--- src/rtl/tick_generator_bank.sv ---
// Bank of independent runtime-programmable tick generators. Each channel emits
// a one-cycle strobe every PERIOD clocks (periodic) or once after PERIOD clocks (one-shot).
module tick_generator_bank #(
   parameter int                NUM_CH       = 3,
   parameter int                WIDTH        = 32,
   parameter logic [WIDTH-1:0]  RESET_PERIOD = WIDTH'(100),
   parameter logic [NUM_CH-1:0] RESET_ENABLE = '1,
   parameter int                CH_W         = (NUM_CH > 1) ? $clog2(NUM_CH) : 1
) (
   input  logic              clk,
   input  logic              rst_n,
   input  logic              cfg_we,
   input  logic [CH_W-1:0]   cfg_ch,
   input  logic [WIDTH-1:0]  cfg_period,
   input  logic              cfg_mode,
   input  logic              cfg_en,
   input  logic [NUM_CH-1:0] restart,
   output logic [NUM_CH-1:0] tick,
   output logic [NUM_CH-1:0] active
);

   typedef enum logic {
      MODE_PERIODIC = 1'b0,
      MODE_ONESHOT  = 1'b1
   } mode_e;

   logic [WIDTH-1:0]  period_q [NUM_CH];
   logic [WIDTH-1:0]  period_d [NUM_CH];
   logic [WIDTH-1:0]  count_q  [NUM_CH];
   logic [WIDTH-1:0]  count_d  [NUM_CH];
   mode_e             mode_q   [NUM_CH];
   mode_e             mode_d   [NUM_CH];
   logic [NUM_CH-1:0] en_q, en_d;
   logic [NUM_CH-1:0] done_q, done_d;
   logic [NUM_CH-1:0] tick_q, tick_d;
   logic [NUM_CH-1:0] running;

   always_comb begin
      for (int c = 0; c < NUM_CH; c++) begin
         running[c] = en_q[c] && (period_q[c] != '0) && !done_q[c];
      end
   end

   // Priority per channel: cfg write > restart > counting.
   always_comb begin
      for (int c = 0; c < NUM_CH; c++) begin
         // NOTE: every next-state signal gets a default first so no latch is inferred.
         period_d[c] = period_q[c];
         mode_d[c]   = mode_q[c];
         en_d[c]     = en_q[c];
         done_d[c]   = done_q[c];
         count_d[c]  = '0;
         tick_d[c]   = 1'b0;

         if (cfg_we && (cfg_ch == CH_W'(c))) begin
            period_d[c] = cfg_period;
            mode_d[c]   = mode_e'(cfg_mode);
            en_d[c]     = cfg_en;
            done_d[c]   = 1'b0;
         end else if (restart[c]) begin
            done_d[c] = 1'b0;
         end else if (running[c]) begin
            // period-1 is only evaluated while period != 0, so it cannot wrap.
            if (count_q[c] == period_q[c] - WIDTH'(1)) begin
               tick_d[c] = 1'b1;
               if (mode_q[c] == MODE_ONESHOT) begin
                  done_d[c] = 1'b1;
               end
            end else begin
               count_d[c] = count_q[c] + WIDTH'(1);
            end
         end
      end
   end

   // NOTE: state registers use non-blocking assignments; the small per-channel
   // arrays are reset explicitly because they define the post-reset timebase.
   always_ff @(posedge clk or negedge rst_n) begin
      if (!rst_n) begin
         for (int c = 0; c < NUM_CH; c++) begin
            period_q[c] <= RESET_PERIOD;
            mode_q[c]   <= MODE_PERIODIC;
            count_q[c]  <= '0;
         end
         en_q   <= RESET_ENABLE;
         done_q <= '0;
         tick_q <= '0;
      end else begin
         for (int c = 0; c < NUM_CH; c++) begin
            period_q[c] <= period_d[c];
            mode_q[c]   <= mode_d[c];
            count_q[c]  <= count_d[c];
         end
         en_q   <= en_d;
         done_q <= done_d;
         tick_q <= tick_d;
      end
   end

   assign tick   = tick_q;
   assign active = running;

endmodule

--- config.mk ---
export PLATFORM = sky130hd
export DESIGN_NAME = tick_generator_bank
export DESIGN_NICKNAME = d
export VERILOG_FILES = /design/src/rtl/tick_generator_bank.sv
export SDC_FILE = /design/constraint.sdc
export NUM_CORES = 1
export LEC_CHECK = 0
export CAP_MARGIN = 20
export CORE_ASPECT_RATIO = 1.4
export CORE_MARGIN = 8
export CORE_UTILIZATION = 35
export CTS_CLUSTER_DIAMETER = 150
export DETAILED_ROUTE_END_ITERATION = 8
export PLACE_DENSITY = 0.51
export SLEW_MARGIN = 30
export SYNTH_ARGS = -nofsm -noshare
export SYNTH_HDL_FRONTEND = slang
export SYNTH_SLANG_ARGS = --single-unit
--- constraint.sdc ---
create_clock -name clk -period 4.5 [get_ports clk]
set_clock_uncertainty 0.05 [all_clocks]
set_input_delay 0.9 -clock clk [delete_from_list [all_inputs] [get_ports clk]]
set_output_delay 0.9 -clock clk [all_outputs]
set_load 0.01 [all_outputs]
# ---- After elaboration in Yosys (flattened, before gate mapping)
# Index checks and enable logic that the tools add are counted.
dict set report word_totals {
  input_bits 42
  ramBits 0
  register_bits 204
  latchBits 0
  romBits 0
  n_memories 0
  elab_cells 94
  output_inout_bits 6
}
dict set report op_classes {
  n_mul 0
  order_cmp 0
  n_reduce_logical 28
  eq_ne 5
  n_bitwise 0
  div 0
  shifts 0
  n_addsub 6
  muxes 39
}
# op n
set ops {}
lappend ops {{$mux W32} 12}
lappend ops {{$add A32 B1 Y32 const B} 3}
lappend ops {{$eq A32 B32 Y1} 3}
lappend ops {{$reduce_bool A32 Y1} 3}
lappend ops {{$sub A32 B1 Y32 const B} 3}
lappend ops {{$mux W1} 27}
lappend ops {{$reduce_bool A3 Y1} 9}
lappend ops {{$logic_and A1 B1 Y1} 9}
lappend ops {{$reduce_and A3 Y1} 3}
lappend ops {{$logic_not A1 Y1} 3}
lappend ops {{$eq A2 B1 Y1 const B} 1}
lappend ops {{$eq A2 B2 Y1 const B} 1}
lappend ops {{$logic_not A2 Y1} 1}

# ---- Depth between registers and ports, before layout
dict set report depth {
  ltp_word 6
  mapped_depth 12
}

# ---- Least setup slack after synthesis
# OpenSTA, ideal clock, no wires.
dict set report synth_path {
  path_type {reg-to-reg}
  from {register period_q[64] in the netlist's numbering}
  to {register count_q[74] in the netlist's numbering}
  setup_slack_ps 1386
  synth_period_minus_slack_ps 3114
  setup_time_ps 136
  path_stages_with_launch 13
  required_time_ps 4314
  arrival_time_ps 2928
  cell_sequence {dfrtp_1 -> inv_1 -> ha_1 -> or4b_2 -> nor2_1 -> a21oi_1 -> nor4_1 -> o2111ai_1 -> nor4_1 -> and2_1 -> clkbuf_1 -> buf_2 -> nor3_1}
}
# element line_no
set synth_lines {}
lappend synth_lines {{from (decl)} 27} ;# logic [WIDTH-1:0] period_q [NUM_CH];
lappend synth_lines {{from (signal, indexed assignment)} 90} ;# period_q[c] <= period_d[c];
lappend synth_lines {{to (signal, indexed assignment)} 92} ;# count_q[c] <= count_d[c];
lappend synth_lines {{to (decl)} 29} ;# logic [WIDTH-1:0] count_q [NUM_CH];

# ---- Final worst setup path
dict set report layout_path {
  from {register period_q[7] in the netlist's numbering}
  to {output active[2]}
}
dict set report layout_via {
  elab_chain_cells 3
}
# element line_no
set layout_rtl {}
lappend layout_rtl {{$reduce_bool A32 Y1} 40} ;# running[c] = en_q[c] && (period_q[c] != '0) && !done_q[c];
lappend layout_rtl {{$logic_and A1 B1 Y1 (2 in series)} 40}
lappend layout_rtl {{to (decl)} 19} ;# output logic [NUM_CH-1:0] active
# Every way passes these cells.

==> run_results.csv <==
group,metric,value,unit
logic_synthesis,synth-seq-cells,204,
routing,viasPerCell,5.32,
sta,worstMarginPinSlew,0.869,ns
sta,setup_viol,0,
placement,dp.cells,1686,
cells_and_area,antenna_cells,0,
global_route,antenna_found_initial,0,
power,fin_total_pwr,0.00521,W
cts,tritoncts,"built",
sta,rsz0062_at_grt,"false",
global_route,grt_max_degree,80,
cells_and_area,syn_to_final_growth,14.1,%
logic_synthesis,syn_avg_cell_area,10.1,um^2
routing,vias,9192,
logic_synthesis,synth_cell_types,73,
routing,totalWireLength,33.4,mm
sta,fin_setup_tns,0,ns
cells_and_area,multiInputGateArea,0.00681,mm^2
placement,gp_congestion,0.826,
cts,cts-resized-gates,0,
routing,wl_per_cell,19.3,um
cells_and_area,layout_commonest_cell,"dfrtp_1",
setup_path,cp.required,3.55,ns
cells_and_area,fin_nets,1304,
floorplan,die_y,238,um
floorplan,pin_count,48,
routing,drt.antenna.violating_nets,0,
setup_path,cp_max_fo,6,
cells_and_area,fin_util,40.3,%
cts,clkSinkCount,204,
logic_synthesis,synth_top_area_share,39.2,%
sta,relSlewSlack,41.5,%
cts,cts_buffer_depth,3,
logic_synthesis,yosysWarnings,0,
cts,cts_hold_buf,0,
logic_synthesis,synth_area_leaders,"dfrtp_1 39%, mux2_2 9.3%, xnor2_1 8.8%",
power,powerDensity,372,mW/mm^2
routing,first_pass_iters,6,
min_path,hp-class,"in2async",
cts,clk_latency,0.54,ns
floorplan,core_area,0.0348,mm^2
logic_synthesis,synth_edf_count,0,
global_route,grt_overflow,0,
cells_and_area,most-common-layout-cells,"192 x dfrtp_1, 123 x xnor2_1, 101 x nor3_1, 101 x mux2_2, 89 x xor2_1",
sta,drv_slew,0,
floorplan,initial_core_util,35.3,%
setup_path,critPathArrivalTime,3.26,ns
logic_synthesis,synthCells,1218,
floorplan,placementRows,81,
cells_and_area,drive_gt1_share,17.3,%
global_route,grt_usage,16.1,%
power,peakVddDrop,246,uV
setup_path,critPathCaptureType,"primary output",
power,leakage,5.20,nW
setup_path,r2r_slack,0.58,ns
cells_and_area,n_fill_cell,3405,
global_route,grt_pass1_vias,9474,
floorplan,dieArea,0.0414,mm^2
floorplan,dieWidth,174,um
placement,place_area,0.0132,mm^2
routing,dr.first_iter.drc_count,574,
cts,cts_buffers,23,
flow_run,maxCapViolCount,0,
cells_and_area,design_area,0.0140,mm^2
sta,period_needed,4.21,ns
logic_synthesis,yosysTopAreaCell,"dfrtp_1",
cts,htree_levels,1,
logic_synthesis,ys_async_sr_fraction,100,%
routing,drc_errors,0,
cells_and_area,fin_cells,1728,
placement,port_buffers,47,
logic_synthesis,synth_nets,1267,
setup_path,start_kind,"register",
logic_synthesis,ys_seq_area_share,41.7,%
cts,root_buffer,"clkbuf_16",
sta,min_period_over_period,93.6,%
sta,fmax,0.237,GHz
placement,dp_hpwl,25.4,mm
logic_synthesis,ys.flop_type,"dfrtp_1",
logic_synthesis,syn_area,0.0123,mm^2
sta,hold_viol,0,
cells_and_area,regArea,0.00512,mm^2
cts,cts_setup_buffers,0,
cts,clk_pin_slew,0.06,ns
outcome,status,"completed",
global_route,grt_pass1_wl,53.6,mm
setup_path,crit_type,"reg2out",
## area by class of cell
class,count,area share (%)
Clock buffer,32,4.71
Inverter,23,0.617
Timing Repair Buffer,64,4.57
Multi-Input combinational cell,939,48.6
Clock inverter,10,0.867
Sequential cell,204,36.6
Tap cell,456,4.07
## cell families after synthesis
kind of cell,after synthesis,synth area share [%]
mux,108,9.85
xor+xnor,212,15.1
simple gates,518,24.2
buf+inv,75,2.91
fa+ha+maj,7,0.714
compound gates,94,5.48
flops,204,41.7
## stage by stage
stage	worst slack [ns]	hold WS [ns]
final	0.286	0.367
after global placement	0.669	0.429
after global routing	0.0938	0.419
after floorplan	1.39	0.415
after detailed placement	0.623	0.435
after CTS	0.250	0.378
## power by group
part / switching, W / internal (W) / leakage (nW)
clock: 0.000798 / 0.00115 / 0.386
sequential: 0.000294 / 0.00203 / 2.62
combinational: 0.000482 / 0.000464 / 2.20
## flip-flops by register name, summed over array words and instances, names as in the netlist
signal,flops
count_q,96
en_q,3
period_q,96
done_q,3
tick,3
mode_q,3
## cell usage after synthesis, types with 4 or more instances
master     instances
nand3_1           54
nor2b_1            8
buf_2              9
nand3b_1           7
nor3_2            32
nor4b_1            7
o211ai_1           4
and3_1            21
buf_1              4
nand2b_1           9
dfrtp_1          192
and3b_1            4
o31ai_1            6
nor3b_1            7
xor2_1            89
o21ai_0           20
nor3_1           101
xnor2_1          123
clkbuf_1          34
nor4_1            33
mux2i_1            6
inv_1             23
ha_1               7
dfstp_2           12
or3_1             15
or2_2              6
nand2_1           74
nor2_1            70
nand4_1           32
mux2_2           101
nand4b_1           6
a21oi_1           12
or4_1              9
and4_1             8
o2111ai_1          4
a31oi_1           11
## worst max-delay path: stages (launching register included)
cell and delay, ns:
dfrtp_1 0.42, or4_1 0.66, nor3_1 0.41, nand3_1 0.12, o41ai_1 0.47, nor2_1 0.12
clkdlybuf4s50_1 0.51
## worst paths after layout
| kind | startpoint | end | cells past startpoint |
|---|---|---|---|
| worst min-delay path | rst_n | count_q[54] | 1 |
| worst max register to register | period_q[32] | count_q[49] | 11 |
| min in group clk | done_q[1] | done_q[1] | 1 |
| worst max-delay path | period_q[7] | active[2] | 6 |
| max in group asynchronous | rst_n | en_q[2] | 2 |
| worst min register to register | done_q[1] | done_q[1] | 1 |
## metal layers
| layer | up-vias | part of all wire [%] | GRT usage [%] |
|---|---|---|---|
| met5 | - | 0 | 0 |
| met4 | 0 | 3.6 | 6.47 |
| met3 | 62 | 3.1 | 1.56 |
| met2 | 151 | 52 | 29.3 |
| met1 | 4517 | 41 | 19.2 |
| li1 | 4462 | - | - |
No activity file was read; power rests on OpenSTA's default activity.
